$ cat src/rtl/mux_stream_arb.sv
// Two-input stream arbiter feeding a single-entry output register.
// Round-robin between channels A and B when both are valid, with
// saturating per-channel acceptance counters.
module mux_stream_arb #(
   parameter int unsigned WIDTH = 8,
   parameter int unsigned CNT_W = 16
) (
   input  logic             clk,
   input  logic             reset,

   input  logic             a_valid_i,
   input  logic [WIDTH-1:0] a_data_i,
   output logic             a_ready_o,

   input  logic             b_valid_i,
   input  logic [WIDTH-1:0] b_data_i,
   output logic             b_ready_o,

   output logic             y_valid_o,
   output logic [WIDTH-1:0] y_data_o,
   input  logic             y_ready_i,

   output logic             sel_o,
   output logic [CNT_W-1:0] cnt_a_o,
   output logic [CNT_W-1:0] cnt_b_o
);

   localparam logic [CNT_W-1:0] CntMax = {CNT_W{1'b1}};

   logic             y_valid_q, y_valid_d;
   logic [WIDTH-1:0] y_data_q,  y_data_d;
   logic             sel_q,     sel_d;
   // 1 = B was granted last, so A wins the next contention.
   logic             last_grant_q, last_grant_d;
   logic [CNT_W-1:0] cnt_a_q, cnt_a_d;
   logic [CNT_W-1:0] cnt_b_q, cnt_b_d;

   logic can_accept;
   logic grant_a, grant_b;
   logic accept_a, accept_b;

   // Arbitration and handshake decode.
   always_comb begin
      can_accept = !y_valid_q || y_ready_i;
      grant_a    = a_valid_i && (!b_valid_i || last_grant_q);
      grant_b    = b_valid_i && (!a_valid_i || !last_grant_q);
      // Readies are forced low while reset is high so nothing is accepted on that edge.
      a_ready_o  = can_accept && grant_a && !reset;
      b_ready_o  = can_accept && grant_b && !reset;
      accept_a   = a_ready_o && a_valid_i;
      accept_b   = b_ready_o && b_valid_i;
   end

   // Next-state for the output register and round-robin pointer.
   always_comb begin
      y_valid_d    = y_valid_q;
      y_data_d     = y_data_q;
      sel_d        = sel_q;
      last_grant_d = last_grant_q;
      if (accept_a) begin
         y_valid_d    = 1'b1;
         y_data_d     = a_data_i;
         sel_d        = 1'b0;
         last_grant_d = 1'b0;
      end else if (accept_b) begin
         y_valid_d    = 1'b1;
         y_data_d     = b_data_i;
         sel_d        = 1'b1;
         last_grant_d = 1'b1;
      end else if (y_valid_q && y_ready_i) begin
         // Drain without refill: payload and source are left as-is.
         y_valid_d = 1'b0;
      end
   end

   // Next-state for the saturating acceptance counters.
   always_comb begin
      cnt_a_d = cnt_a_q;
      cnt_b_d = cnt_b_q;
      if (accept_a && (cnt_a_q != CntMax)) begin
         cnt_a_d = cnt_a_q + 1'b1;
      end
      if (accept_b && (cnt_b_q != CntMax)) begin
         cnt_b_d = cnt_b_q + 1'b1;
      end
   end

   // State registers with synchronous reset.
   always_ff @(posedge clk) begin
      if (reset) begin
         y_valid_q    <= 1'b0;
         y_data_q     <= '0;
         sel_q        <= 1'b0;
         last_grant_q <= 1'b1;
         cnt_a_q      <= '0;
         cnt_b_q      <= '0;
      end else begin
         y_valid_q    <= y_valid_d;
         y_data_q     <= y_data_d;
         sel_q        <= sel_d;
         last_grant_q <= last_grant_d;
         cnt_a_q      <= cnt_a_d;
         cnt_b_q      <= cnt_b_d;
      end
   end

   // Output mapping.
   always_comb begin
      y_valid_o = y_valid_q;
      y_data_o  = y_data_q;
      sel_o     = sel_q;
      cnt_a_o   = cnt_a_q;
      cnt_b_o   = cnt_b_q;
   end

endmodule

$ cat config.mk
export PLATFORM = sky130hd
export DESIGN_NAME = mux_stream_arb
export DESIGN_NICKNAME = d
export VERILOG_FILES = /design/src/rtl/mux_stream_arb.sv
export SDC_FILE = /design/constraint.sdc
export NUM_CORES = 1
export LEC_CHECK = 0
export ABC_CLOCK_PERIOD_IN_PS = 1800
export CAP_MARGIN = 5
export CELL_PAD_IN_SITES_DETAIL_PLACEMENT = 2
export CELL_PAD_IN_SITES_GLOBAL_PLACEMENT = 2
export CORE_MARGIN = 2
export CORE_UTILIZATION = 24
export DETAILED_ROUTE_END_ITERATION = 7
export MAX_ROUTING_LAYER = met4
export PLACE_DENSITY_LB_ADDON = 0.3
export SLEW_MARGIN = 10
export SYNTH_ARGS = -nofsm -noshare
export SYNTH_HDL_FRONTEND = slang
export SYNTH_SLANG_ARGS = --single-unit
export TNS_END_PERCENT = 50
$ cat constraint.sdc
create_clock -name clk -period 1.8 [get_ports clk]
set_input_delay 0.36 -clock clk [delete_from_list [all_inputs] [get_ports clk]]
set_output_delay 0.36 -clock clk [all_outputs]
set_load 0.01 [all_outputs]
## Word level (Yosys, flattened, before mapping)

Cells that the tools add are included.

- Flip-flop bits (word level): 43
- Bits of input ports: 21
- Output and inout port bits: 44

- $add $sub $neg: 2
- Equality and inequality tests: 2
- Mux-type cells: 7
- Reductions and logical operators: 22

Operators by type and width:

| kind | number |
|---|---|
| adder 16 x 1 -> 16 bit (second input constant) | 2 |
| != test 16 bit (second input constant) | 2 |
| 2-to-1 mux 8 bit | 2 |
| logical AND 1 bit | 11 |
| zero test 1 bit | 5 |
| 2-to-1 mux 1 bit | 5 |
| logical OR 1 bit | 3 |
| nonzero test 3 bit | 1 |
| nonzero test 2 bit | 1 |
| OR reduction 2 bit | 1 |

## Depth between registers and ports, before layout

Gate-level depths: netlist (run 1).

- Word-level depth: 8
- Gate-level depth with buffers: 8
- Gate-level depth less buffers: 6

## Least setup slack after synthesis (run 1)

No wires, ideal clock.

- Kind: register to register
- From: register cnt_b_q[0], in the netlist cnt_b_o[0]
- To: register cnt_b_q[1], in the netlist cnt_b_o[1]
- Setup time: 0.128 ns
- Data arrival time: 1.729 ns
- Required time: 1.672 ns
- Setup slack: -0.056 ns
- Stages on the path, launching flop included: 7
- Buffers on the path: 0
- Clock period less this slack: 1.856 ns
- Cell sequence: dfxtp_1 ha_1 nand3_1 or4_4 nand2_4 mux2i_1 nor2_1

- Cells in the longest elaborated chain, start to end: 2

RTL lines:

| element | line | text |
|---|---|---|
| start: declaration | 36 | `logic [CNT_W-1:0] cnt_b_q, cnt_b_d;` |
| start signal: assignment | 103 | `cnt_b_q <= cnt_b_d;` |
| parallel branches: the longest is 2 deep, another holds adder 16 x 1 -> 16 bit | -- |  |

Several ways; the timed one is not identified.
A chain may end at the register's enable or synchronous reset.

## Worst setup path after layout (run 1)

- From: input y_ready_i
- To: output b_ready_o

- Cells in the longest elaborated chain, start to end: 3

RTL lines:

| element | line | text |
|---|---|---|
| start: declaration | 21 | `input logic y_ready_i,` |
| logical OR 1 bit | 44 | `can_accept = !y_valid_q \|\| y_ready_i;` |
| logical AND 1 bit (2 in series) | 49 | `b_ready_o = can_accept && grant_b && !reset;` |
| end: declaration | 17 | `output logic b_ready_o,` |

No other way between the ends.

==> results of run 1 <==
[power breakdown]
part           leakage (nW)  total, mW  switching (mW)  internal [mW]
Combinational         0.773      0.244           0.114          0.130
Clock                0.0412      0.641           0.369          0.272
Sequential            0.350      0.991          0.0161          0.975
Total                  1.16       1.88           0.499           1.38
[cell usage in the layout, fill, tap and decap left out, types with 3 or more instances in the layout]
| master | netlist | routed |
|---|---|---|
| nor2_1 | 39 | 39 |
| nor3_1 | 6 | 5 |
| clkdlybuf4s50_1 | 0 | 59 |
| dlygate4sd2_1 | 0 | 3 |
| mux2i_1 | 4 | 4 |
| a21oi_1 | 6 | 6 |
| nand3_1 | 7 | 6 |
| and3_1 | 4 | 4 |
| dfxtp_1 | 43 | 40 |
| nor4_1 | 7 | 4 |
| dfxtp_2 | 0 | 3 |
| o21ai_0 | 4 | 4 |
| and4_1 | 7 | 7 |
| clkbuf_8 | 0 | 5 |
| xnor2_1 | 14 | 14 |
| nand2_1 | 30 | 30 |
| buf_4 | 0 | 42 |
| xor2_1 | 7 | 7 |
| a311oi_1 | 9 | 9 |
| nand4_1 | 10 | 10 |
| nor4_2 | 2 | 4 |
[flip-flops by register name, summed over array words and instances, names as in the netlist]
register / count
cnt_a_o: 16
cnt_b_o: 16
last_grant_q: 1
sel_o: 1
y_data_o: 8
y_valid_o: 1
[stage by stage]
stage	hold slack [ns]	setup TNS, ns	power (mW)	setup slack, ns	instances
6_report	0.494	0	1.88	0.0475	449
4_1_cts	0.496	0	1.90	0.0121	446
3_3_place_gp	0.469	-9.09	1.25	-0.403	437
3_5_place_dp	0.482	-11.54	1.25	-0.468	437
2_1_floorplan	0.494	0	1.10	0.00260	239
5_1_grt	0.525	-0.129	1.97	-0.0409	449
[what timing repair did]
action,4_1_cts,5_1_grt
pin swaps,1,3
gates resized for setup,18,6
endpoints found under the setup margin,17,10
buffers inserted,1,3
[cells by family (layout without fill, tap and decap cells)]
logic type | after synthesis | count (layout) | share of synthesized area, %
muxes | 4 | 4 | 1.93
xor gates and xnor gates | 21 | 21 | 8.88
DFF | 43 | 43 | 41.6
and+or+nand+nor | 130 | 130 | 34.7
adders and majority gates | 2 | 2 | 1.21
AOI/OAI and AO/OA | 25 | 25 | 8.82
buffers and inverters | 14 | 119 | 2.84
[final timing paths]
| check | to | slack [ns] | cells after the start |
|---|---|---|---|
| min | y_data_o[2] | 0.49 | 2 |
| max | b_ready_o | 0.05 | 5 |
| max reg2reg | cnt_b_o[1] | 0.07 | 5 |
| min reg2reg | y_data_o[2] | 0.49 | 2 |
[layout make-up]
cell class | instances | area, sq um | area share (%)
repair buffers | 107 | 960 | 29.3
clock buffers | 6 | 72.6 | 2.21
inverters | 4 | 15.0 | 0.458
multi-input cells | 182 | 1220 | 37.3
flip-flops and latches | 43 | 865 | 26.4
clock inverters | 2 | 12.5 | 0.382
well taps | 105 | 131 | 4.01
[routing by layer]
metal,GRT usage (%),routed length (um)
met4,4.44,129
met1,20.1,3410
met5,-,0
met2,27.3,3520
met3,3.25,229
[worst min-delay path: cells and delay by family (launching register included)]
family,cells,cell delay (ns)
compound gates,1,0.08
simple gates,1,0.05
flops,1,0.32
==> flow_metrics.env, run 1 <==
export IMPL_syn_inst=239
export IMPL_grt_first_pass_wirelength_um=12300
export IMPL_first_pass_iters=3
export IMPL_wl_um=7280
export IMPL_arrival_ns=1.39
export IMPL_slowest_stage="clkdlybuf4s50_1"
export IMPL_final_core_util_pct=39.5
export IMPL_fin_crit_sh_pct=97.4
export IMPL_viasPerCell=4.84
export IMPL_post_synth_top_count_cell="dfxtp_1"
export IMPL_clk_path_buf_depth=2
export IMPL_wire_per_inst_um=16.2
export IMPL_relSlewSlack_pct=75.1
export IMPL_critPathBufInv=3
export IMPL_initial_core_util_pct=25.0
export IMPL_ys_seq_area_share_pct=41.6
export IMPL_placementRows=33
export IMPL_path_clk_slew_ns=0.09
export IMPL_cts_tree="yes"
export IMPL_fillers=960
export IMPL_cts_root_buf="clkbuf_8"
export IMPL_power_density_mw_per_mm2=572
export IMPL_status="finished, final reports clean"
export IMPL_remaining_drc_errors=0
export IMPL_htreeDepth=2
export IMPL_ys_async_sr_fraction_pct=0
export IMPL_antenna_found_initial=0
export IMPL_dp_hpwl_um=5410
export IMPL_vias=2171
export IMPL_path_cells="clkdlybuf4s50_1 -> nand2b_4 -> nand3_4 -> inv_2 -> clkdlybuf4s15_2"
export IMPL_grt_pass1_vias=2393
export IMPL_crit_family="buffers and inverters"
export IMPL_crit_type="in2out"
export IMPL_critPathRequiredTime_ns=1.44
export IMPL_synth_edf_count=0
export IMPL_timing_fmax_ghz=0.571
export IMPL_ctsHoldBuffers=0
export IMPL_hold_path_class="reg2reg"
export IMPL_synthTopCellsByCount="dfxtp_1, nor2_1, nand2_1"
export IMPL_yosysWarnings=0
export IMPL_setup_violations_final=0
export IMPL_drtIter0Drc=25
export IMPL_place_congestion=0.757
export IMPL_clk_insertion_delay_late_ns=0.31
export IMPL_drv_cap=0
export IMPL_grt_overflow=0
export IMPL_worst_slew_pin_slew_ns=0.373
export IMPL_drtAntennaViolNets=0
export IMPL_drv_slew=0
export IMPL_p_leak_nw=1.16
export IMPL_pin_count=65
export IMPL_syn_nets=262
export IMPL_min_period_ns=1.75
export IMPL_fin_skew_ns=0.0103
export IMPL_grt_usage_pct=16.3
export IMPL_synth_flop_cell="dfxtp_1"
export IMPL_syn_area_sq_mm=0.00207
export IMPL_synth_ff_latch_count=43
export IMPL_die_w_um=96.9
export IMPL_die_area_sq_mm=0.00939
export IMPL_crit_path_start="y_ready_i"
export IMPL_cpPeakStageDelay_ns=0.45
export IMPL_finalNetCount=366
export IMPL_critPathMaxFanout=4
export IMPL_drive_gt1_share_pct=22.1
export IMPL_syn_to_final_growth_pct=58.4
export IMPL_endpoint_kind="output pin"
export IMPL_startpoint_type="primary input"
export IMPL_post_synth_top_area_fraction_pct=41.6
export IMPL_diodes=0
export IMPL_chipHeight_um=96.9
export IMPL_syn_avg_cell_area_sq_um=8.66
export IMPL_io_buffers=64
export IMPL_final_cell_area_sq_mm=0.00328
export IMPL_grt_max_degree=34
export IMPL_coreArea_sq_mm=0.00830
export IMPL_postPlaceCellArea_sq_mm=0.00310
export IMPL_min_from="y_data_o[2]"
export IMPL_rsz0062_at_grt="true"
export IMPL_ir_drop_mv=0.238
export IMPL_r2r_start="cnt_b_o[14]"
export IMPL_synth_area_leaders="dfxtp_1, nor2_1, xnor2_1"
export IMPL_cts_buffers=5
export IMPL_yosysUniqueCellTypes=40
export IMPL_cts_sinks=43
export IMPL_hold_violations=0
export IMPL_synth_area_leader_cell="dfxtp_1"
(Power assumes the default switching activity.)
==> inputs of run 2 (changes only) <==
--- a/config.mk
+++ b/config.mk
@@ -11,6 +11,7 @@
 export CELL_PAD_IN_SITES_GLOBAL_PLACEMENT = 2
 export CORE_MARGIN = 2
 export CORE_UTILIZATION = 24
+export CTS_BUF_LIST = sky130_fd_sc_hd__clkbuf_8 sky130_fd_sc_hd__clkbuf_16
 export DETAILED_ROUTE_END_ITERATION = 7
 export MAX_ROUTING_LAYER = met4
 export PLACE_DENSITY_LB_ADDON = 0.3
==> flow_metrics.env, run 2 (synthesized netlist as in run 1, its figures left out) <==
export IMPL_status="finished, final reports clean"
export IMPL_die_w_um=96.9
export IMPL_startpoint_type="primary input"
export IMPL_final_cell_area_sq_mm=0.00328
export IMPL_fin_setup_tns_ns=0
export IMPL_hold_slack_ns=0.494
export IMPL_placementRows=33
export IMPL_clk_insertion_delay_late_ns=0.31
export IMPL_dp_cells=437
export IMPL_drv_slew=0
export IMPL_drtAntennaViolNets=0
export IMPL_fillers=960
export IMPL_cts_buffers=5
export IMPL_finalNetCount=366
export IMPL_drv_cap=0
export IMPL_finalNonFillerCells=449
export IMPL_r2r_start="cnt_b_o[14]"
export IMPL_vias=2171
export IMPL_remaining_drc_errors=0
export IMPL_grt_pass1_vias=2393
export IMPL_hold_path_class="reg2reg"
export IMPL_postPlaceCellArea_sq_mm=0.00310
export IMPL_mostFrequentLayoutCells="clkdlybuf4s50_1, buf_4, dfxtp_1"
export IMPL_coreArea_sq_mm=0.00830
export IMPL_syn_to_final_growth_pct=58.4
export IMPL_crit_end="b_ready_o"
export IMPL_timing_fmax_ghz=0.571
export IMPL_initial_core_util_pct=25.0
export IMPL_cts_tree="yes"
export IMPL_drive_gt1_share_pct=22.1
export IMPL_io_buffers=64
export IMPL_hold_violations=0
export IMPL_die_area_sq_mm=0.00939
export IMPL_antenna_found_initial=0
export IMPL_slowest_stage="clkdlybuf4s50_1"
export IMPL_place_congestion=0.757
export IMPL_reg2regPathDepth=5
export IMPL_relSlewSlack_pct=75.1
export IMPL_worstReg2RegEnd="cnt_b_o[1]"
export IMPL_crit_path_start="y_ready_i"
export IMPL_drtIter0Drc=25
export IMPL_wire_per_inst_um=16.2
export IMPL_path_clk_slew_ns=0.09
export IMPL_htreeDepth=2
export IMPL_pin_count=65
export IMPL_power_density_mw_per_mm2=571
export IMPL_critPathRequiredTime_ns=1.44
export IMPL_pre_cts_ws_ns=-0.468
export IMPL_grt_first_pass_wirelength_um=12300
export IMPL_path_cells="clkdlybuf4s50_1 -> nand2b_4 -> nand3_4 -> inv_2 -> clkdlybuf4s15_2"
export IMPL_arrival_ns=1.39
export IMPL_critPathMaxFanout=4
export IMPL_setup_slack_ns=0.0475
export IMPL_diodes=0
export IMPL_p_leak_nw=1.17
export IMPL_endpoint_kind="output pin"
export IMPL_viasPerCell=4.84
export IMPL_setup_violations_final=0
export IMPL_crit_type="in2out"
export IMPL_chipHeight_um=96.9
export IMPL_rsz0062_at_grt="true"
export IMPL_ctsHoldBuffers=0
export IMPL_cts_sinks=43
export IMPL_clk_path_buf_depth=2
export IMPL_grt_usage_pct=16.3
export IMPL_worst_slew_pin_slew_ns=0.373
export IMPL_cts_root_buf="clkbuf_8"
export IMPL_grt_overflow=0
export IMPL_reg2reg_slack_ns=0.07
export IMPL_first_pass_iters=3
export IMPL_cpPeakStageDelay_ns=0.45
export IMPL_multiInputGateArea_sq_mm=0.00122
export IMPL_final_common_cell="clkdlybuf4s50_1"
export IMPL_min_period_ns=1.75
export IMPL_dp_hpwl_um=5410
export IMPL_fin_skew_ns=0.0103
export IMPL_ir_drop_mv=0.233
export IMPL_fin_crit_sh_pct=97.4
export IMPL_grt_max_degree=34
export IMPL_wl_um=7280
export IMPL_regArea_sq_um=865
[run 2: changes by cell type in the layout (fill, tap and decap cells not counted), sizes merged]
| cell | delta |
|---|---|
| clkbuf | -1 |
| inv | +1 |
[run 2: power by group]
| part | total (mW) | switching, mW | internal (mW) |
|---|---|---|---|
| logic | 0.244 | 0.114 | 0.130 |
| registers | 0.991 | 0.0161 | 0.975 |
| clock network | 0.636 | 0.369 | 0.266 |
[run 2: worst min-delay path by stage]
stage           startpoint           to  cells after the start
2_1_floorplan  cnt_a_o[15]  cnt_a_o[15]                      1
3_3_place_gp   y_data_o[2]  y_data_o[2]                      2
3_5_place_dp   y_data_o[2]  y_data_o[2]                      2
4_1_cts        y_data_o[2]  y_data_o[2]                      2
5_1_grt        y_data_o[3]  y_data_o[3]                      2
6_report       y_data_o[2]  y_data_o[2]                      2
[run 2: cell type report]
| cell class | instances | share of cell area, % |
|---|---|---|
| inverters | 4 | 0.458 |
| clock inverters | 3 | 0.496 |
| multi-input cells | 182 | 37.3 |
| clock buffers | 5 | 2.10 |
| well taps | 105 | 4.01 |
| repair buffers | 107 | 29.3 |
| flip-flops and latches | 43 | 26.4 |
[run 2: repair_timing]
action | CTS | global route
resized for setup | 18 | 6
pin swaps | 1 | 3
setup buffers | 1 | 3
setup endpoints to repair | 17 | 10
[run 2: metrics by stage]
| stage | power [mW] | utilization, % |
|---|---|---|
| CTS | 1.90 | 39.1 |
| global route | 1.97 | 39.5 |
| global placement | 1.25 | 37.3 |
| detailed placement | 1.25 | 37.3 |
| floorplan | 1.10 | - |
| finish | 1.87 | 39.5 |
[run 2: critical path, delay by kind of cell]
family                 cells  cell delay [ns]
and+or+nand+nor            2             0.27
buffers and inverters      3             0.76
[run 2: metal layers]
metal / part of all wire [%] / track usage (%) / up-vias
li1: - / - / 1060
met1: 47 / 20.1 / 1053
met2: 48 / 27.3 / 49
met5: 0 / - / -
met4: 1.8 / 4.44 / 0
met3: 3.1 / 3.25 / 9
